===== config.mk =====
export PLATFORM = sky130hd
export DESIGN_NAME = cram_loader
export DESIGN_NICKNAME = d
export VERILOG_FILES = /design/src/rtl/cram_loader.sv
export SDC_FILE = /design/constraint.sdc
export NUM_CORES = 1
export LEC_CHECK = 0
export CORE_ASPECT_RATIO = 0.8
export CORE_MARGIN = 2
export CORE_UTILIZATION = 40
export CTS_BUF_LIST = sky130_fd_sc_hd__clkbuf_4
export DETAILED_ROUTE_END_ITERATION = 10
export GPL_TIMING_DRIVEN = 0
export HOLD_SLACK_MARGIN = 0.02
export PLACE_DENSITY = 0.64
export SYNTH_ARGS = -nofsm -noshare
export SYNTH_HDL_FRONTEND = slang
export SYNTH_SLANG_ARGS = --single-unit

===== constraint.sdc =====
create_clock -name clk -period 1.8 [get_ports clk]
set_input_delay 0.36 -clock clk [delete_from_list [all_inputs] [get_ports clk]]
set_output_delay 0.36 -clock clk [all_outputs]
set_load 0.005 [all_outputs]

===== src/rtl/cram_loader.sv =====
// Purpose : assembles 36-bit console slices into control-store words and writes them to the control RAM.
// Latency : write strobe registered one cycle after the last slice; sequencer released HOLD_CYCLES after END.
// Backpr. : cmdReady low during the write cycle and the release countdown; offered commands wait there.
//
// Ports:
//   clk, rst      clock, asynchronous active-low reset
//   cmdValid/cmdReady/cmdOp/cmdData   console command handshake
//                 (op 00 START, 01 DATA, 10 END, 11 SETADDR; address in the low ADDR_WIDTH data bits)
//   cramWE/cramAddr/cramData          registered control-RAM write port
//   useqHold      holds the microsequencer in reset while high
//   loaded        a load finished and the sequencer was released
//   error         sticky protocol error, cleared by START
module cram_loader #(
    parameter int CROM_WIDTH  = 108,
    parameter int ADDR_WIDTH  = 12,
    parameter int SLICES      = 3,
    parameter int HOLD_CYCLES = 4
) (
    input  logic                  clk,
    input  logic                  rst,
    input  logic                  cmdValid,
    output logic                  cmdReady,
    input  logic [1:0]            cmdOp,
    input  logic [35:0]           cmdData,
    output logic                  cramWE,
    output logic [ADDR_WIDTH-1:0] cramAddr,
    output logic [CROM_WIDTH-1:0] cramData,
    output logic                  useqHold,
    output logic                  loaded,
    output logic                  error
);

    localparam int TOTAL_BITS = SLICES * 36;
    localparam int SCW        = (SLICES > 1) ? $clog2(SLICES) : 1;
    localparam int HCW        = $clog2(HOLD_CYCLES + 1);

    localparam logic [SCW-1:0] LAST_SLICE = SCW'(SLICES - 1);
    localparam logic [HCW-1:0] HOLD_LOAD  = HCW'(HOLD_CYCLES - 1);

    localparam logic [1:0] OP_START   = 2'b00;
    localparam logic [1:0] OP_DATA    = 2'b01;
    localparam logic [1:0] OP_END     = 2'b10;
    localparam logic [1:0] OP_SETADDR = 2'b11;

    localparam logic [1:0] ST_IDLE    = 2'd0;
    localparam logic [1:0] ST_LOAD    = 2'd1;
    localparam logic [1:0] ST_WRITE   = 2'd2;
    localparam logic [1:0] ST_RELEASE = 2'd3;

    logic [1:0]            state;
    logic [ADDR_WIDTH-1:0] addr;
    logic [SCW-1:0]        sliceCnt;
    logic [HCW-1:0]        holdCnt;
    logic [TOTAL_BITS-1:0] wordBuf;
    logic [TOTAL_BITS-1:0] nextWord;
    logic                  cmdAccept;

    // Ready is forced low while reset is held so nothing is taken during reset.
    assign cmdReady  = rst && ((state == ST_IDLE) || (state == ST_LOAD));
    assign cmdAccept = cmdValid && cmdReady;

    // Word buffer with the incoming slice merged in; slice 0 lands in the MSBs.
    // The last slice is written straight to cramData from here, so the write
    // strobe follows the final DATA by exactly one edge.
    always_comb begin
        nextWord = wordBuf;
        for (int n = 0; n < SLICES; n++) begin
            if (int'(sliceCnt) == n) begin
                nextWord[(SLICES-1-n)*36 +: 36] = cmdData;
            end
        end
    end

    always_ff @(posedge clk or negedge rst) begin
        if (!rst) begin
            state    <= ST_IDLE;
            addr     <= '0;
            sliceCnt <= '0;
            holdCnt  <= '0;
            wordBuf  <= '0;
            cramWE   <= 1'b0;
            cramAddr <= '0;
            cramData <= '0;
            useqHold <= 1'b1;
            loaded   <= 1'b0;
            error    <= 1'b0;
        end else begin
            cramWE <= 1'b0;
            case (state)
                ST_IDLE: begin
                    if (cmdAccept) begin
                        if (cmdOp == OP_START) begin
                            useqHold <= 1'b1;
                            loaded   <= 1'b0;
                            error    <= 1'b0;
                            addr     <= cmdData[ADDR_WIDTH-1:0];
                            sliceCnt <= '0;
                            state    <= ST_LOAD;
                        end else begin
                            error <= 1'b1;
                        end
                    end
                end

                ST_LOAD: begin
                    if (cmdAccept) begin
                        case (cmdOp)
                            OP_DATA: begin
                                wordBuf <= nextWord;
                                if (sliceCnt == LAST_SLICE) begin
                                    cramWE   <= 1'b1;
                                    cramAddr <= addr;
                                    cramData <= nextWord[TOTAL_BITS-1 -: CROM_WIDTH];
                                    state    <= ST_WRITE;
                                end else begin
                                    sliceCnt <= sliceCnt + 1'b1;
                                end
                            end
                            OP_SETADDR: begin
                                addr     <= cmdData[ADDR_WIDTH-1:0];
                                sliceCnt <= '0;
                            end
                            OP_START: begin
                                addr     <= cmdData[ADDR_WIDTH-1:0];
                                sliceCnt <= '0;
                                error    <= 1'b0;
                            end
                            default: begin // OP_END
                                // A partial word at END is a protocol error but
                                // the release still proceeds.
                                if (sliceCnt != '0) begin
                                    error <= 1'b1;
                                end
                                sliceCnt <= '0;
                                holdCnt  <= HOLD_LOAD;
                                state    <= ST_RELEASE;
                            end
                        endcase
                    end
                end

                ST_WRITE: begin
                    // cramAddr keeps the written address; only the running
                    // address advances, wrapping (and flagging) past all-ones.
                    if (&addr) begin
                        error <= 1'b1;
                    end
                    addr     <= addr + 1'b1;
                    sliceCnt <= '0;
                    state    <= ST_LOAD;
                end

                ST_RELEASE: begin
                    // Countdown was loaded with HOLD_CYCLES-1 at END, so the
                    // hold drops on the HOLD_CYCLES-th edge after END.
                    if (holdCnt == '0) begin
                        useqHold <= 1'b0;
                        loaded   <= 1'b1;
                        state    <= ST_IDLE;
                    end else begin
                        holdCnt <= holdCnt - 1'b1;
                    end
                end

                default: begin
                    state <= ST_IDLE;
                end
            endcase
        end
    end

endmodule


## Yosys cells after proc, flatten, opt, wreduce, memory -nomap -nowiden

Index checks and enable logic that the tools add are counted.

- Input port bits: 41
- Word-level logic and storage cells: 102
- Output and inout port bits: 125
- Register bits: 251

- Muxes and demuxes: 44
- Add/subtract/negate cells: 3
- Reductions and logical operators: 23
- Equality and inequality tests: 21

Operators with widths:

| kind | count |
|---|---|
| 36-bit two-way mux | 3 |
| 12-bit two-way mux | 4 |
| 12-bit case mux with 3 select lines | 1 |
| 2-bit two-way mux | 10 |
| 2-bit inequality test (second input constant) | 9 |
| 1-bit two-way mux | 15 |
| 12-bit by 1-bit adder with 12-bit output (second input constant) | 1 |
| 2-bit == test (second input constant) | 6 |
| 12-bit AND reduction | 1 |
| 4-bit AND reduction | 3 |
| 6-bit AND reduction | 2 |
| 5-bit AND reduction | 2 |
| 3-bit two-way mux | 3 |
| 2-bit case mux with 4 select lines | 1 |
| 2-bit logical NOT | 3 |
| 3-bit inequality test (second input constant) | 2 |
| 1-bit case mux with 2 select lines | 3 |
| 2-bit case mux with 3 select lines | 1 |
| 3-bit case mux with 2 select lines | 1 |
| 2-bit nonzero test | 3 |
| 2-bit by 1-bit == test with 1-bit output (second input constant) | 2 |
| 2-bit case mux with 2 select lines | 1 |
| 2-bit OR reduction | 2 |
| 3-bit logical NOT | 1 |
| other kinds (10) | 11 |

## Depth between registers and ports, before layout

Gate-level depths: netlist (run 1).

- Depth after elaboration: 6
- Mapped depth: 11

## Least setup slack after synthesis (run 1)

No wires, ideal clock.

- Path type: in2reg
- Start point: input port cmdOp[1]
- End point: register cramData[90]
- Stages on the path: 10
- Buffers on the path: 4
- Library setup time: 0.132 ns
- Arrival time: 1.723 ns
- Setup slack: -0.055 ns
- Data required time: 1.668 ns
- Path through: inv_1 ha_1 nand2_1 or3_1 buf_2 buf_6 buf_2 buf_2 nand2_1 o21ai_1

- Cells in the longest elaborated chain, start to end: 2

Ends and longest elaborated chain:

| element | line | RTL |
|---|---|---|
| start, declared | 23 | `input logic [1:0] cmdOp,` |
| 2-bit by 1-bit == test with 1-bit output | 107 | `case (cmdOp)` |
| 4-bit AND reduction (no source line) | -- |  |
| end signal, assigned | 113 | `cramData <= nextWord[TOTAL_BITS-1 -: CROM_WIDTH];` |
| end, declared | 27 | `output logic [CROM_WIDTH-1:0] cramData,` |

No other way between the ends.
A chain may end at the register's enable or synchronous reset.

## Worst setup path in the final report (run 1)

- Start point: register state[1]
- End point: register wordBuf[74]

- Cells in the longest elaborated chain, start to end: 5
- Elaborated cells on any way between the ends: 6
- Classes of those cells: eq/ne (1); reduce/logical (5)

Ends and longest elaborated chain:

| element | line | RTL |
|---|---|---|
| start, declared | 50 | `logic [1:0] state;` |
| start signal, assigned | 76 | `state <= ST_IDLE;` |
| start signal, assigned | 98 | `state <= ST_LOAD;` |
| start signal, assigned | 114 | `state <= ST_WRITE;` |
| 2-bit by 1-bit == test with 1-bit output / 2-bit logical NOT (equally long branches) | 59, 89 |  |
| 1-bit logical OR | 59 | `assign cmdReady = rst && ((state == ST_IDLE) \|\| (state == ST_LOAD));` |
| 1-bit logical AND | 59 |  |
| 1-bit logical AND | 60 | `assign cmdAccept = cmdValid && cmdReady;` |
| 3-bit AND reduction (no source line) * | -- |  |
| end signal, assigned | 109 | `wordBuf <= nextWord;` |
| end, declared | 54 | `logic [TOTAL_BITS-1:0] wordBuf;` |

Every way passes the cells marked *; elsewhere a longest branch is shown, timed or not.

==> results of run 1 <==
## where the power goes
| group | switching (W) | leakage [nW] | internal [W] | total, W |
|---|---|---|---|---|
| Clock | 0.00208 | 0.436 | 0.00216 | 0.00425 |
| Combinational | 0.00257 | 3.97 | 0.00293 | 0.00551 |
| Sequential | 0.000981 | 2.87 | 0.00624 | 0.00722 |
## cells in the final DEF (no fill, tap or decap), types with 8 or more instances in the layout
cell type,n
sky130_fd_sc_hd__nor2_1,16
sky130_fd_sc_hd__clkdlybuf4s50_1,39
sky130_fd_sc_hd__clkinv_1,16
sky130_fd_sc_hd__o21ai_1,42
sky130_fd_sc_hd__a21oi_1,16
sky130_fd_sc_hd__nand2_2,74
sky130_fd_sc_hd__nand2_1,122
sky130_fd_sc_hd__dlygate4sd2_1,116
sky130_fd_sc_hd__clkbuf_4,89
sky130_fd_sc_hd__buf_12,23
sky130_fd_sc_hd__buf_4,46
sky130_fd_sc_hd__inv_1,13
sky130_fd_sc_hd__o21ai_0,18
sky130_fd_sc_hd__dfrtp_1,214
sky130_fd_sc_hd__o21ai_2,26
sky130_fd_sc_hd__mux2_2,74
sky130_fd_sc_hd__mux2i_1,74
sky130_fd_sc_hd__nand2_4,33
sky130_fd_sc_hd__dlygate4sd3_1,8
sky130_fd_sc_hd__buf_6,8
sky130_fd_sc_hd__clkbuf_16,18
## layer usage
layer | up-vias | share of wire | GRT usage
met4 | 0 | 0.017 | 0.0513
li1 | 3530 | - | -
met2 | 268 | 0.44 | 0.337
met3 | 45 | 0.081 | 0.0691
met5 | - | 0 | 0
met1 | 3808 | 0.46 | 0.322
## tightest hold or removal path: cells and delay by family
kind	cells	cell delay, ns
buffers and inverters	1	0.47
AND/OR/NAND/NOR	2	0.14
## stage by stage
| step | hold WS (ns) | power [W] | area [um^2] | utilization |
|---|---|---|---|---|
| finish | 0.327 | 0.0170 | 14100 | 0.627 |
| global route | 0.307 | 0.0181 | 14100 | 0.627 |
| CTS | 0.263 | 0.0164 | 13100 | 0.583 |
| detailed placement | 0.365 | 0.0121 | 11300 | 0.503 |
| global placement | 0.460 | 0.0120 | 11300 | 0.501 |
| floorplan | 0.0644 | 0.00985 | 9230 | - |
## state kept, by name, indices dropped and copies added, names as in the netlist, 2 cells and up
register	flops
cramAddr	12
state	2
wordBuf	72
addr	12
sliceCnt	2
holdCnt	3
cramData	108
## what timing repair did
action                                  4_1_cts  5_1_grt
hold buffers                                 14        0
pin swaps                                     3      107
endpoints found under the setup margin      339      184
endpoints found under the hold margin       145        0
buffers inserted                             31       18
gates resized for setup                     264      248
cloned                                       10       14
## cells by family (layout without fill, tap and decap cells)
kind of cell / Yosys count / after routing / share of synthesized area
fa+ha+maj: 10 / 10 / 0.0136
simple gates: 277 / 279 / 0.122
compound gates: 124 / 124 / 0.0752
other cells: 0 / 1 / 0
buf+inv: 63 / 415 / 0.0333
flops: 215 / 215 / 0.585
mux: 148 / 148 / 0.171
## cell type report
class | instances | area share
clock buffers | 85 | 0.0453
well taps | 306 | 0.0272
flip-flops and latches | 215 | 0.382
plain buffers | 45 | 0.0503
repair buffers | 249 | 0.188
diodes | 1 | 0.000178
multi-input cells | 561 | 0.296
inverters | 15 | 0.00488
clock inverters | 21 | 0.00595
## worst max path at each step
stage	from	to	slack, ns	cells after the start
floorplan	sliceCnt[0]$_DFFE_PN0P_	cramData[10]$_DFFE_PN0P_	0.03	10
global placement	rst	addr[7]$_DFFE_PN0P_	-9.49	6
detailed placement	rst	cramData[103]$_DFFE_PN0P_	-1.49	10
CTS	state[1]$_DFFE_PN0P_	cmdReady	-0.20	3
global route	sliceCnt[0]$_DFFE_PN0P_	cramData[42]$_DFFE_PN0P_	-0.18	9
finish	state[1]$_DFFE_PN0P_	wordBuf[74]$_DFFE_PN0P_	-0.12	7
==> out/summary.txt, run 1 <==
=================================================================================
Result of the run                                                    finished with violations
Violations in the final reports                                      negative setup slack
Die boundary height                                                        140 um
Capture endpoint of the worst hold path                              cramData[31]$_DFFE_PN0P_
Net count after synthesis                                                     888
TritonCTS clock tree                                                        built
Top-area cell type share of the netlist area                                0.582
Startpoint class of the critical path                                    register
Violation count after the first detailed-routing iteration                    424
Count of flip-flops with a built-in enable after synthesis                      0
Netlist Area Pre-Place                                                  9200 um^2
Minimum period implied by the final worst setup slack                     1.92 ns
Total congestion overflow after global routing                                  0
Most frequently used cell type in the post-synthesis netlist         sky130_fd_sc_hd__nand2_1
Proportion of layout cells with a drive suffix above 1                      0.367
Cts bufs inserted                                                              57
Top-level I/O count                                                           166
Worst IR Drop VDD                                                      0.000536 V
Number of unique standard cell types used by synthesis                         47
Count of nets after finishing                                                1195
Launching point of the worst reg2reg path                            state[1]$_DFFE_PN0P_
Reg2reg path depth                                                              7
Fraction of synthesis flops using an asynchronous set or reset pin           1.00
Data arrival at the endpoint of the critical path                         2.47 ns
Timing-limited maximum frequency                                          522 MHz
Largest net degree at the start of global routing                              38
Delay of the slowest cell on the worst path                               0.40 ns
Combined buffer and inverter count along the critical path                      3
DRT Wirelength                                                           28700 um
Routed length per placed instance                                         19.1 um
Tightest Pin Transition                                                  0.814 ns
Ordered list of cells on the worst path                              buf_6 -> nand3b_1 -> nor2_4 -> buf_4 -> nand2_2 -> buf_4 -> mux2_2
Post-DP HPWL                                                             16500 um
Relative area change from synthesis to final layout                         53.2%
Final setup viols                                                             179
Total Negative Setup Slacks                                              -7.61 ns
Max capacitance violation total                                                 0
Port bufs                                                                     165
Die width                                                                  174 um
Power density cells                                                  1200 nW/um^2
Cell family with most CP delay                                       simple AND/OR/NAND/NOR gates
R2R Setup Slk                                                            -0.12 ns
Fin worst setup slack                                                   -0.116 ns
Startpoint of the most critical hold path                             cmdData[31]
Post-Place Cells                                                             1310
Row count                                                                      49
Tightest Hold Check Type                                                   in2reg
Via count of the first global-routing pass                                   7438
Final ANT Viol Nets                                                             0
Clock sinks                                                                   215
Leakage power of the design                                               7.28 nW
Top cells by instance count after synthesis                          227 x sky130_fd_sc_hd__nand2_1, 214 x sky130_fd_sc_hd__dfrtp_1, 74 x sky130_fd_sc_hd__mux2_2, 74 x sky130_fd_sc_hd__mux2i_1, 68 x sky130_fd_sc_hd__o21ai_0
Synthesized area divided by synthesized cell count                      11.0 um^2
Clock latency at the later pin of the worst-skew pair                     0.67 ns
Area used by multi-input combinational logic                            4180 um^2
Unrepaired setup endpoints after global routing                              true
Data required time at the worst endpoint                                  2.35 ns
Global-route wire length before repair                                   42500 um
CP max FO                                                                       6
Hold Vio Cnt, Final                                                             0
Clk Tree Root Cell                                                   sky130_fd_sc_hd__clkbuf_4
Period utilisation layout                                                    1.06
Dominant cell type by count on the critical path                     sky130_fd_sc_hd__buf_4
Initial Util                                                                0.409
Number of filler cells placed in the layout                                  1889
#FFs+latches synth                                                            215
Sequential standard cell area                                           5380 um^2
Hold depth                                                                      3
Slowest stage cell on the critical path                              sky130_fd_sc_hd__dfrtp_1
Most frequently used flop master after synthesis                     sky130_fd_sc_hd__dfrtp_1
Final Max Tran Viols                                                            0
Largest clock skew in the final design                                  0.0205 ns
Setup crit end kind                                                      register
Routability congestion estimate                                             0.849
Warning count from the yosys run                                                0
Pre-CTS setup slack                                                      -1.49 ns
Remaining DRCs                                                                  0
Max-Slew Margin vs Limit                                                    0.455
Start-to-end type of the worst setup path                                 reg2reg
Non-filler cells in the finished layout                                      1498
Total routing resource utilization after global routing                     0.225
Number of H-tree levels                                                         2
Antenna violations before repair                                                1
Synth Instances                                                               837
Leading cell types by total area after synthesis                     sky130_fd_sc_hd__dfrtp_1 58%, sky130_fd_sc_hd__nand2_1 9.3%, sky130_fd_sc_hd__mux2_2 9.1%
Number of optimization iterations in the first detailed-route pass              5
Maximum buffer depth of the clock tree                                          3
Routed via count                                                             7651
Floorplan core area                                                    22500 um^2
CTS clock-pin slew for the worst setup and hold paths                     0.07 ns
Portion of the post-synthesis area used by sequential elements              0.585
Dominant cell type by area after synthesis                           sky130_fd_sc_hd__dfrtp_1
Destination of the worst register-to-register timing path            wordBuf[74]$_DFFE_PN0P_
Floorplan die area                                                     24200 um^2
Ratio of routed vias to standard cells                                       5.11
=================================================================================
(Power assumes the default switching activity.)
==> run 2, diff against run 1 <==
CORE_ASPECT_RATIO = 1.75   (was 0.8)
SKIP_LAST_GASP = 1   (was default)
==> out/summary.txt, run 2 (synthesis results as in run 1) <==
=================================================================================
Destination of the critical timing path                              addr[11]$_DFFE_PN0P_
Finished Cell Area                                                     13000 um^2   -8.0%
Top-level I/O count                                                           166   unchanged
Ratio of routed vias to standard cells                                       4.96   -3.0%
Period utilisation layout                                                    1.01   -0.0574
Largest net degree at the start of global routing                             114   +200%
Max FFs per register                                                          108   unchanged
Launching point of the worst reg2reg path                            sliceCnt[0]$_DFFE_PN0P_
Timing-limited maximum frequency                                          552 MHz   +5.7%
CTS clock-pin slew for the worst setup and hold paths                     0.07 ns   about the same
Die boundary height                                                        205 um   +47%
Routed length per placed instance                                         18.1 um   -5.6%
Total congestion overflow after global routing                                  0   unchanged
Met2 Routed Length                                                       14300 um   +14%
Data arrival at the endpoint of the critical path                         2.33 ns   -0.14 ns
Start-to-end type of the worst setup path                                  in2reg
Largest registers ranked by flip-flop count                          cramData (108), wordBuf (72)
Max capacitance violation total                                                 0   unchanged
Count of nets after finishing                                                1147   -4.0%
Routability congestion estimate                                             0.817   -3.8%
Highest-count cells in the layout ignoring fill and taps             213 x sky130_fd_sc_hd__dfrtp_1, 168 x sky130_fd_sc_hd__nand2_1, 122 x sky130_fd_sc_hd__dlygate4sd2_1
Post-DP HPWL                                                             16900 um   +2.7%
Power density cells                                                  1230 nW/um^2   +2.4%
Sequential standard cell area                                           5380 um^2   about the same
Clock sinks                                                                   215   unchanged
Clock group share of total power                                            0.240   -0.010
R2R Setup Slk                                                            -0.01 ns   +0.10 ns
Tightest Pin Transition                                                  0.605 ns   -0.210 ns
Port bufs                                                                     165   unchanged
Remaining DRCs                                                                  0   unchanged
Combinational share of power                                                0.316   -0.008
TritonCTS clock tree                                                        built
Maximum buffer depth of the clock tree                                          3   unchanged
CP Launch Point                                                          cmdOp[0]
Total chip power                                                         0.0160 W   -5.8%
Destination of the worst register-to-register timing path            cramData[7]$_DFFE_PN0P_
Number of optimization iterations in the first detailed-route pass              4   -1
Number of H-tree levels                                                         2   unchanged
Tightest Hold Check Type                                                 in2async
Internal                                                                 0.0109 W   -4.2%
Startpoint class of the critical path                                primary input
Violations in the final reports                                      negative hold slack, negative setup slack
Relative area change from synthesis to final layout                         40.9%
DRT Wirelength                                                           25900 um   -9.5%
Total length of routed met3 wires                                          875 um   -62%
Hold Vio Cnt, Final                                                           107   +107
Proportion of layout cells with a drive suffix above 1                      0.286   -0.0806
Post-route worst hold slack                                             -0.297 ns   -0.624 ns
Top register by number of flip-flops                                     cramData
Worst IR Drop VDD                                                      0.000643 V   +20%
Minimum period implied by the final worst setup slack                     1.81 ns   -0.103 ns
Cts bufs inserted                                                              50   -12%
Max Used Layer                                                               met4
Total routing resource utilization after global routing                     0.208   -0.0174
Combined buffer and inverter count along the critical path                      2   -1
Slowest stage cell on the critical path                              sky130_fd_sc_hd__clkdlybuf4s50_1
Leakage power of the design                                               6.87 nW   -5.7%
Setup crit end kind                                                      register
Clock latency at the later pin of the worst-skew pair                     0.64 ns   -0.03 ns
Floorplan core area                                                    22700 um^2   +0.67%
Max-Slew Margin vs Limit                                                    0.597   +0.142
Number of filler cells placed in the layout                                  2057   +8.9%
Unrepaired setup endpoints after global routing                              true
Most common cell after layout, fill and taps aside                   sky130_fd_sc_hd__dfrtp_1
CP max FO                                                                       5   -1
Data required time at the worst endpoint                                  2.32 ns   -0.03 ns
Floorplan die area                                                     24300 um^2   +0.17%
Final Max Tran Viols                                                            0   unchanged
Net switching share of the total power                                      0.321   -0.0114
Initial Util                                                                0.406   -0.00273
Total placed instance area                                             11300 um^2   -0.31%
Total number of cells along the worst setup path                                7   unchanged
Final setup viols                                                               8   -96%
Delay of the slowest cell on the worst path                               0.55 ns   +0.15 ns
Via count of the first global-routing pass                                   7329   -1.5%
Largest clock skew in the final design                                  0.0230 ns   +0.00247 ns
Ordered list of cells on the worst path                              clkdlybuf4s50_1 -> inv_1 -> ha_1 -> a31oi_2 -> o32a_1 -> nor3_1 -> nor4_1
Detailed-routing wirelength on met1                                       9930 um   -25%
Antenna violations before repair                                                1   unchanged
Violation count after the first detailed-routing iteration                    320   -25%
Cell family with most CP delay                                       compound AO/OA/AOI/OAI gates
Row count                                                                      73   +49%
Area used by multi-input combinational logic                            3850 um^2   -7.8%
Fin worst setup slack                                                  -0.0126 ns   +0.103 ns
Final ANT Viol Nets                                                             0   unchanged
Psw                                                                     0.00513 W   -9.0%
Reg2reg path depth                                                              9   +2
Die width                                                                  119 um   -32%
Result of the run                                                    finished with violations
Clk Tree Root Cell                                                   sky130_fd_sc_hd__clkbuf_4
Routed via count                                                             7117   -7.0%
Part of the power in registers                                              0.444   +0.019
Global-route wire length before repair                                   39500 um   -7.2%
=================================================================================
run 2: cell types whose count changed in the layout (fill, tap and decap cells not counted), moves of 6 or more:
cell                              change
sky130_fd_sc_hd__o21ai_0             +43
sky130_fd_sc_hd__o21ai_2             -19
sky130_fd_sc_hd__clkdlybuf4s15_1      -6
sky130_fd_sc_hd__nand2_1             +46
sky130_fd_sc_hd__o21ai_1             -24
sky130_fd_sc_hd__nand2_4             -16
sky130_fd_sc_hd__nand2_2             -30
sky130_fd_sc_hd__clkbuf_4             -8
sky130_fd_sc_hd__buf_12              -10
sky130_fd_sc_hd__buf_4               -16
sky130_fd_sc_hd__dlygate4sd3_1        -8
sky130_fd_sc_hd__dlygate4sd2_1        +6
sky130_fd_sc_hd__buf_16               -6
run 2: worst min path at each step:
stage | slack (ns) | endpoint | cells after the start
after floorplan | 0.06 | addr[0]$_DFFE_PN0P_ | 0
after detailed placement | 0.46 | cramData[24]$_DFFE_PN0P_ | 2
after global placement | 0.46 | cramData[24]$_DFFE_PN0P_ | 2
after CTS | -0.33 | holdCnt[0]$_DFFE_PN0P_ | 1
after global routing | -0.30 | cramData[17]$_DFFE_PN0P_ | 1
final | -0.30 | cramData[12]$_DFFE_PN0P_ | 1
run 2: power groups by stage:
stage                     clock network [W]  logic, W  registers [W]
after floorplan                           0   0.00283        0.00702
after detailed placement                  0   0.00494        0.00715
after global placement                    0   0.00484        0.00712
after global routing                0.00422   0.00557        0.00728
final                               0.00383   0.00505        0.00711
after CTS                           0.00398   0.00488        0.00703
run 2: worst reg2reg max path, stage by stage (launching register included):
cell and delay [ns]:
sky130_fd_sc_hd__dfrtp_1 0.40, sky130_fd_sc_hd__inv_2 0.08, sky130_fd_sc_hd__ha_4 0.14, sky130_fd_sc_hd__nand2_4 0.05, sky130_fd_sc_hd__or3_4 0.40, sky130_fd_sc_hd__buf_12 0.18
sky130_fd_sc_hd__buf_12 0.16, sky130_fd_sc_hd__clkbuf_16 0.17, sky130_fd_sc_hd__nand2_1 0.06, sky130_fd_sc_hd__nand2_1 0.05
run 2: metal layers:
| metal | up-vias | global-route usage |
|---|---|---|
| met5 | - | 0 |
| met4 | 0 | 0.0910 |
| met3 | 51 | 0.0309 |
| met2 | 162 | 0.395 |
| met1 | 3504 | 0.225 |
| li1 | 3400 | - |
run 2: through the flow:
step / instances / util / setup WS [ns] / TNS, ns
6_report: 1436 / 0.573 / -0.0126 / -0.0439
5_1_grt: 1436 / 0.573 / -0.0920 / -7.44
4_1_cts: 1419 / 0.542 / -0.130 / -12.86
3_5_place_dp: 1303 / 0.498 / -0.939 / -166.18
3_3_place_gp: 1302 / 0.497 / -9.47 / -3867.56
2_1_floorplan: 837 / - / 0.0294 / 0
run 2: what timing repair did:
action / in CTS / in global routing
gates resized for setup: 211 / 125
setup endpoints to repair: 317 / 194
gates cloned: 1 / 12
hold endpoints to repair: 107 / 107
setup buffers: 25 / 5
pin swaps: 2 / 59
run 2: cell type report:
class,instances,share of cell area
antenna,1,0.000193
buffer,47,0.0448
clock buffer,76,0.0440
clock inverter,15,0.00453
inverter,15,0.00531
multi-input combinational,559,0.297
sequential,215,0.415
tap,300,0.0289
timing repair buffer,208,0.160
==> run 3, diff against run 2 <==
SETUP_SLACK_MARGIN = 0.4   (was default)
==> out/summary.txt, run 3 (synthesis results as in run 1) <==
=================================================================================
Result of the run                                                    finished with violations
Violations in the final reports                                      negative hold slack, negative setup slack
Data arrival at the endpoint of the critical path                         2.64 ns   +0.31 ns
Via count of the first global-routing pass                                   7934   +8.3%
Initial Util                                                                0.406   unchanged
Floorplan core area                                                    22700 um^2   unchanged
Total congestion overflow after global routing                                  0   unchanged
Top register by number of flip-flops                                     cramData
Number of optimization iterations in the first detailed-route pass              4   unchanged
Timing-limited maximum frequency                                          495 MHz   -10%
Part of the power in registers                                              0.394   -0.050
CP Launch Point                                                      sliceCnt[0]$_DFFE_PN0P_
DRT Wirelength                                                           30500 um   +18%
Largest registers ranked by flip-flop count                          cramData (108), wordBuf (72)
Period utilisation layout                                                    1.12   +0.115
Most common cell after layout, fill and taps aside                   sky130_fd_sc_hd__dfrtp_1
Combinational share of power                                                0.392   +0.076
Global-route wire length before repair                                   43500 um   +10%
Psw                                                                     0.00617 W   +20%
Minimum period implied by the final worst setup slack                     2.02 ns   +0.207 ns
Antenna violations before repair                                                1   unchanged
Unrepaired setup endpoints after global routing                              true
Max FFs per register                                                          108   unchanged
Port bufs                                                                     165   unchanged
Cts bufs inserted                                                              51   +2.0%
Final setup viols                                                             193   +185
Hold Vio Cnt, Final                                                           106   -0.93%
Violation count after the first detailed-routing iteration                    448   +40%
Max-Slew Margin vs Limit                                                    0.612   +0.0147
Final Max Tran Viols                                                            0   unchanged
Clock latency at the later pin of the worst-skew pair                     0.69 ns   +0.05 ns
Post-route worst hold slack                                             -0.371 ns   -0.0739 ns
Start-to-end type of the worst setup path                                 reg2reg
Clk Tree Root Cell                                                   sky130_fd_sc_hd__clkbuf_4
Row count                                                                      73   unchanged
CP max FO                                                                       6   +1
Routed length per placed instance                                         19.6 um   +8.3%
Routability congestion estimate                                             0.812   -0.54%
TritonCTS clock tree                                                        built
Reg2reg path depth                                                             12   +3
Count of nets after finishing                                                1269   +11%
Data required time at the worst endpoint                                  2.42 ns   +0.10 ns
Tightest Pin Transition                                                  0.582 ns   -0.0221 ns
Floorplan die area                                                     24300 um^2   unchanged
CTS clock-pin slew for the worst setup and hold paths                     0.08 ns   about the same
Proportion of layout cells with a drive suffix above 1                      0.579   +0.293
Top-level I/O count                                                           166   unchanged
Highest-count cells in the layout ignoring fill and taps             213 x sky130_fd_sc_hd__dfrtp_1, 113 x sky130_fd_sc_hd__buf_2, 99 x sky130_fd_sc_hd__buf_4
Pre-CTS setup slack                                                      -1.01 ns   -0.0703 ns
Ratio of routed vias to standard cells                                       5.08   +2.5%
Net switching share of the total power                                      0.336   +0.0150
Clock sinks                                                                   215   unchanged
Die width                                                                  119 um   unchanged
Total Negative Setup Slacks                                             -23.04 ns   -22.99 ns
Worst IR Drop VDD                                                      0.000652 V   +1.5%
Power density cells                                                  1210 nW/um^2   -2.3%
Internal                                                                 0.0122 W   +12%
Max capacitance violation total                                                 0   unchanged
Fin worst setup slack                                                   -0.219 ns   -0.207 ns
Post-DP HPWL                                                             17300 um   +2.2%
Routed via count                                                             7913   +11%
Startpoint class of the critical path                                    register
Leakage power of the design                                               7.87 nW   +15%
Clock group share of total power                                            0.213   -0.027
Setup crit end kind                                                      register
Die boundary height                                                        205 um   unchanged
Relative area change from synthesis to final layout                         65.6%
Tightest Hold Check Type                                                 in2async
Launching point of the worst reg2reg path                            sliceCnt[0]$_DFFE_PN0P_
R2R Setup Slk                                                            -0.22 ns   -0.21 ns
Total routing resource utilization after global routing                     0.231   +0.0236
Largest clock skew in the final design                                  0.0334 ns   +0.0104 ns
Destination of the worst register-to-register timing path            cramAddr[3]$_DFFE_PN0P_
Remaining DRCs                                                                  0   unchanged
Number of H-tree levels                                                         2   unchanged
Largest net degree at the start of global routing                             112   -1.8%
Final ANT Viol Nets                                                             0   unchanged
Maximum buffer depth of the clock tree                                          3   unchanged
=================================================================================
## run 3: cell types whose count changed in the layout (fill, tap and decap cells not counted), sizes merged
cell / before / now
dlygate4sd2: 122 / 0
clkbuf: 109 / 100
clkinv: 16 / 19
inv: 14 / 13
buf: 59 / 311
clkdlybuf4s15: 1 / 0
dlymetal6s2s: 1 / 0
clkinvlp: 0 / 1
## run 3: routing by layer
layer | share of wire | GRT usage
met1 | 0.36 | 0.253
met4 | 0.036 | 0.0995
met3 | 0.039 | 0.0393
met5 | 0 | 0
met2 | 0.57 | 0.435
## run 3: power groups by stage
stage	sequential (W)	clock (W)	combinational, W
2_1_floorplan	0.00705	0	0.00325
6_report	0.00725	0.00392	0.00720
4_1_cts	0.00710	0.00402	0.00564
3_3_place_gp	0.00716	0	0.00530
3_5_place_dp	0.00719	0	0.00539
5_1_grt	0.00740	0.00428	0.00775
## run 3: metrics by stage
stage	util	total power (W)	instances	hold WS, ns	area (um^2)
finish	0.673	0.0184	1558	-0.371	15200
global route	0.673	0.0194	1558	-0.369	15200
CTS	0.579	0.0168	1476	-0.347	13100
detailed placement	0.516	0.0126	1303	0.458	11700
global placement	0.514	0.0125	1302	0.452	11700
floorplan	-	0.0103	837	0.0644	9630
## run 3: area by class of cell
cell class	instances	area, um^2
fill	1744	7410
timing repair buffer	328	3080
multi-input combinational	559	4880
inverter	15	72.6
clock inverter	18	72.6
buffer	48	822
clock buffer	74	556
antenna	1	2.50
sequential	215	5380
tap	300	375
## run 3: worst max-delay path by stage
| stage | to | cells after the start |
|---|---|---|
| 6_report | cramAddr[3]$_DFFE_PN0P_ | 12 |
| 5_1_grt | cramData[18]$_DFFE_PN0P_ | 12 |
| 4_1_cts | cramAddr[11]$_DFFE_PN0P_ | 12 |
| 3_5_place_dp | cramData[26]$_DFFE_PN0P_ | 10 |
| 3_3_place_gp | cramData[22]$_DFFE_PN0P_ | 10 |
| 2_1_floorplan | cramData[90]$_DFFE_PN0P_ | 10 |
## run 3: timing repair
action	4_1_cts	5_1_grt
gates cloned	16	12
pin swaps	26	102
resized for setup	631	416
setup buffers	65	69
setup endpoints to repair	333	340
hold endpoints to repair	106	105
## run 3: worst max-delay path: stages, from the launching register on
cell                       delay, ns
sky130_fd_sc_hd__dfrtp_1        0.41
sky130_fd_sc_hd__inv_2          0.09
sky130_fd_sc_hd__ha_4           0.15
sky130_fd_sc_hd__nand2_4        0.05
sky130_fd_sc_hd__or3_4          0.36
sky130_fd_sc_hd__buf_8          0.16
sky130_fd_sc_hd__buf_12         0.15
sky130_fd_sc_hd__clkinv_8       0.06
sky130_fd_sc_hd__buf_12         0.15
sky130_fd_sc_hd__buf_12         0.11
sky130_fd_sc_hd__buf_8          0.12
sky130_fd_sc_hd__nand2_2        0.06
sky130_fd_sc_hd__nand2_2        0.07
==> RTL change 1, RTL diff (settings of run 1) <==
Set the parameter `HOLD_CYCLES` to 2 (it was 4).
--- a/src/rtl/cram_loader.sv
+++ b/src/rtl/cram_loader.sv
@@ -16,3 +16,3 @@
     parameter int SLICES      = 3,
-    parameter int HOLD_CYCLES = 4
+    parameter int HOLD_CYCLES = 2
 ) (
Function: same outputs for any inputs over 4 cycles, from zero or initial values and one cycle with rst low; that may be too few to reach the edited logic, so the function may still have changed.
==> RTL change 1 against run 1 <==
  * Sequential power hardly changed
  * Wire length is 12% lower
  * Combinational power down 10%
  * Power shrank 3.0%
  * Cell area shrank 10%
  * Synthesized area shrank 0.78%
  * Critical endpoint is now cramData[79]
  * Clock skew shrank 0.0071 ns
  * Sequential cell count is 1 lower
  * Setup slack better by 0.16 ns
==> RTL change 1: results <==
group,metric,value,unit
outcome,status,"completed",
cells_and_area,nNetsFinal,1135,
timing,tightest_slew,0.473,ns
global_route,grt_usage,20.5,%
yosys,synthesis.nets,878,
global_route,use_met2,29.4,%
timing,holdWs,0.346,ns
detailed_routing,drt-initial-drc-count,361,
cts,clk_latency,0.65,ns
yosys,syn_inst,828,
place,pre_cts_ws,-1.40,ns
yosys,synthTopCellsByCount,"nand2_1 (238), dfrtp_1 (213), mux2i_1 (74)",
timing,skew,0.0134,ns
setup_path,r2r-end,"cramData[79]",
global_route,grt_pass1_wl,39200,µm
setup_path,rr_worst_depth,8,
global_route,use_met3,5.70,%
place,dpl_cell_area,0.0112,mm²
cells_and_area,fin_cells,1429,
power,ir_worst_vdd,0.000547,V
detailed_routing,wirelength,25300,µm
power,power.switching_fraction,31.1,%
yosys,seq_area_frac_synth,58.7,%
global_route,use_met1,30.6,%
power,power_switching,5.12,mW
power,power_leakage,6.69,nW
setup_path,rrSetupSlack,0.04,ns
cells_and_area,num_antenna_cells,0,
global_route,antenna_found_initial,0,
worst_hold_path,hold_end,"cramData[34]",
power,p_clk_share,26.0,%
cells_and_area,drive_gt1_share,26.2,%
timing,min_period,1.76,ns
setup_path,arrival,2.29,ns
cts,numCtsBuffers,55,
detailed_routing,vias,7072,
worst_hold_path,min_from,"cmdData[34]",
cells_and_area,nFillCells,2016,
==> RTL change 1: kinds of logic after synthesis <==
family,count (synthesis),synth area share (%)
adder cells (fa/ha/maj),9,1.23
AO/OA/AOI/OAI,120,7.36
buffers and inverters,61,3.26
AND/OR/NAND/NOR,278,12.5
multiplexers,146,17.0
flip-flops,214,58.7
==> RTL change 1: routing by layer <==
metal	up-vias	part of all wire, %
li1	3357	-
met1	3453	49
met2	228	42
met3	34	7.2
met4	0	1.4
met5	-	0
==> RTL change 1: final cells by class <==
class | instances | area (µm²) | share of cell area, %
Clock buffer | 80 | 601 | 4.74
Multi-Input combinational cell | 553 | 3650 | 28.8
Inverter | 11 | 46.3 | 0.366
Timing Repair Buffer | 202 | 2060 | 16.3
Tap cell | 306 | 383 | 3.02
Buffer | 48 | 455 | 3.60
Clock inverter | 15 | 110 | 0.870
Sequential cell | 214 | 5360 | 42.3
==> RTL change 1: critical path: stages (launching register included) <==
cell and delay [ns]:
dfrtp_1 0.40, buf_6 0.13, nand4b_4 0.19, or2_4 0.31
buf_12 0.16, buf_16 0.16, clkbuf_16 0.17, nand2_2 0.07
o21ai_2 0.05
==> RTL change 1: how the worst max path moves through the flow <==
stage | startpoint | to | slack [ns] | cells after the start
global placement | rst | addr[2] | -9.28 | 6
CTS | state[1] | cmdReady | -0.02 | 3
floorplan | sliceCnt[0] | cramData[82] | 0.06 | 6
detailed placement | rst | cramData[101] | -1.40 | 10
global route | sliceCnt[0] | sliceCnt[1] | -0.09 | 6
finish | state[1] | cramData[79] | 0.04 | 8
==> RTL change 1: repair_timing <==
item | CTS | global route
setup endpoints to repair | 331 | 187
setup buffers | 15 | 4
pin swaps | 1 | 14
gates cloned | 2 | 7
endpoints found under the hold margin | 160 | 130
resized for setup | 176 | 123
hold buffers | 3 | 5
==> RTL change 2, RTL diff (settings of run 1) <==
Made on the original files. Make the reset (`rst`) synchronous in one clocked block. Comments in the files are not updated.
--- a/src/rtl/cram_loader.sv
+++ b/src/rtl/cram_loader.sv
@@ -73,3 +73,3 @@
 
-    always_ff @(posedge clk or negedge rst) begin
+    always_ff @(posedge clk) begin
         if (!rst) begin
Function: changed (a bounded check fails within 4 cycles, from zero or initial values and one cycle with rst low; the reset may be asserted at any time).
==> RTL change 2 against run 1 <==
  * Setup slack improved by 0.16 ns
  * Wire length decreased by 3.9%
  * Core utilization decreased by 8.8 points
  * Synthesized area decreased by 2.4%
  * Cell count increased by 6.4%
  * Sequential cell count unchanged
  * Cell area decreased by 17%
  * Worst hold slack improved by 0.046 ns
  * Die area decreased by 2.4%
  * Global-route usage increased by 0.50 points
  * Critical path type is now primary input to output pin
Power is not compared: it rests on default switching activity, and its combinational part moved more than twofold at a synthesized area within 25%.
==> RTL change 2: results <==
group,metric,value,unit
place,port_buffers,164,
detailed_routing,vias_per_cell,5.15,
global_route,use_met2,34.4,%
setup_path,worstPathMaxFanout,10,
yosys,seq_area_frac_synth,48.0,%
yosys,synth_cell_types,49,
cts,hold_buffers,1,
global_route,use_met3,6.08,%
timing,skew,0.0325,ns
cells_and_area,nFillCells,2140,
setup_path,max_stage_delay,0.28,ns
worst_hold_path,hold_end,"wordBuf[55]",
detailed_routing,wl_met3,2110,µm
global_route,use_met1,32.3,%
global_route,grt_max_degree,15,
power,power_leakage,4.74,nW
place,numPlacedInstances,1496,
yosys,synth_ff_type,"dfxtp_1",
setup_path,cp_slowest_cell,"clkdlybuf4s15_1",
setup_path,rr_worst_depth,6,
setup_path,crit_family,"buffers and inverters",
cells_and_area,drive_gt1_share,18.3,%
timing,setup-violations-final,0,
cts,root_buffer,"clkbuf_4",
timing,tightest_slew,0.832,ns
cells_and_area,fin_cells,1594,
detailed_routing,routedWlPerCell,17.3,µm
cts,ctsResizeCount,181,
yosys,synthTopCellsByCount,"nand2_1 (254), dfxtp_1 (215), a21oi_1 (135)",
cts,numCtsBuffers,55,
setup_path,r2r_start,"addr[1]",
detailed_routing,dr.pass1.iters,5,
setup_path,r2r-end,"addr[8]",
outcome,status,"completed",
place,pre_cts_ws,-1.05,ns
setup_path,arrival,1.39,ns
global_route,grt_pass1_vias,7808,
worst_hold_path,min_from,"cmdData[19]",
cts,postCtsSetupBuffers,3,
yosys,yosys-top-cells-area,"dfxtp_1 (48%), nand2_1 (11%), mux2i_1 (8.3%), a21oi_1 (7.5%), a211oi_2 (6.4%)",
setup_path,crit_path_start,"rst",
cells_and_area,nNetsFinal,1314,
yosys,synth_async_sr_flop_share,0,%
detailed_routing,drt-initial-drc-count,543,
setup_path,rrSetupSlack,0.07,ns
yosys,synthesis.nets,1083,
place,gp_congestion,0.877,
cts,clk_pin_slew,0.07,ns
place,dp_hpwl,19100,µm
## RTL change 2: cell types whose count changed in the layout (fill, tap and decap cells not counted), moves of 26 or more
cell	before	now
a211oi_1	2	29
a211oi_2	0	46
a21oi_1	16	135
clkbuf_1	2	28
dfrtp_1	214	0
dfxtp_1	0	181
dfxtp_2	0	33
mux2_2	74	1
nand2_1	122	254
nand2_2	74	0
nand2_4	33	1
nor2_1	16	85
o21ai_1	42	0
o21ai_2	26	0
## RTL change 2: stage by stage
step           TNS [ns]  hold WS [ns]  area, µm²
6_report              0         0.373      11700
5_1_grt               0         0.367      11700
3_3_place_gp    -117.34         0.440      11000
3_5_place_dp    -119.70         0.443      11000
4_1_cts               0         0.330      11600
2_1_floorplan         0         0.436       8980
## RTL change 2: cell families after synthesis
family / count (synthesis) / synth area share, %
AO/OA/AOI/OAI: 244 / 19.2
adder cells (fa/ha/maj): 10 / 1.39
buffers and inverters: 98 / 5.32
flip-flops: 215 / 48.0
multiplexers: 75 / 8.38
AND/OR/NAND/NOR: 390 / 17.8
## RTL change 2: area by class of cell
class	count	area [µm²]	area share [%]
Timing Repair Buffer	174	1560	13.3
Tap cell	300	375	3.20
Sequential cell	215	4350	37.1
Buffer	86	534	4.55
Clock inverter	8	56.3	0.480
Clock buffer	79	593	5.05
Multi-Input combinational cell	719	4220	36.0
Inverter	12	45.0	0.384
Antenna cell	1	2.50	0.0213
## RTL change 2: worst max path at each step
stage                     to  cells after the start
4_1_cts        cramData[103]                     10
5_1_grt              addr[8]                      6
2_1_floorplan    sliceCnt[1]                      7
3_5_place_dp        cmdReady                      6
3_3_place_gp        cmdReady                      6
6_report            cmdReady                      6
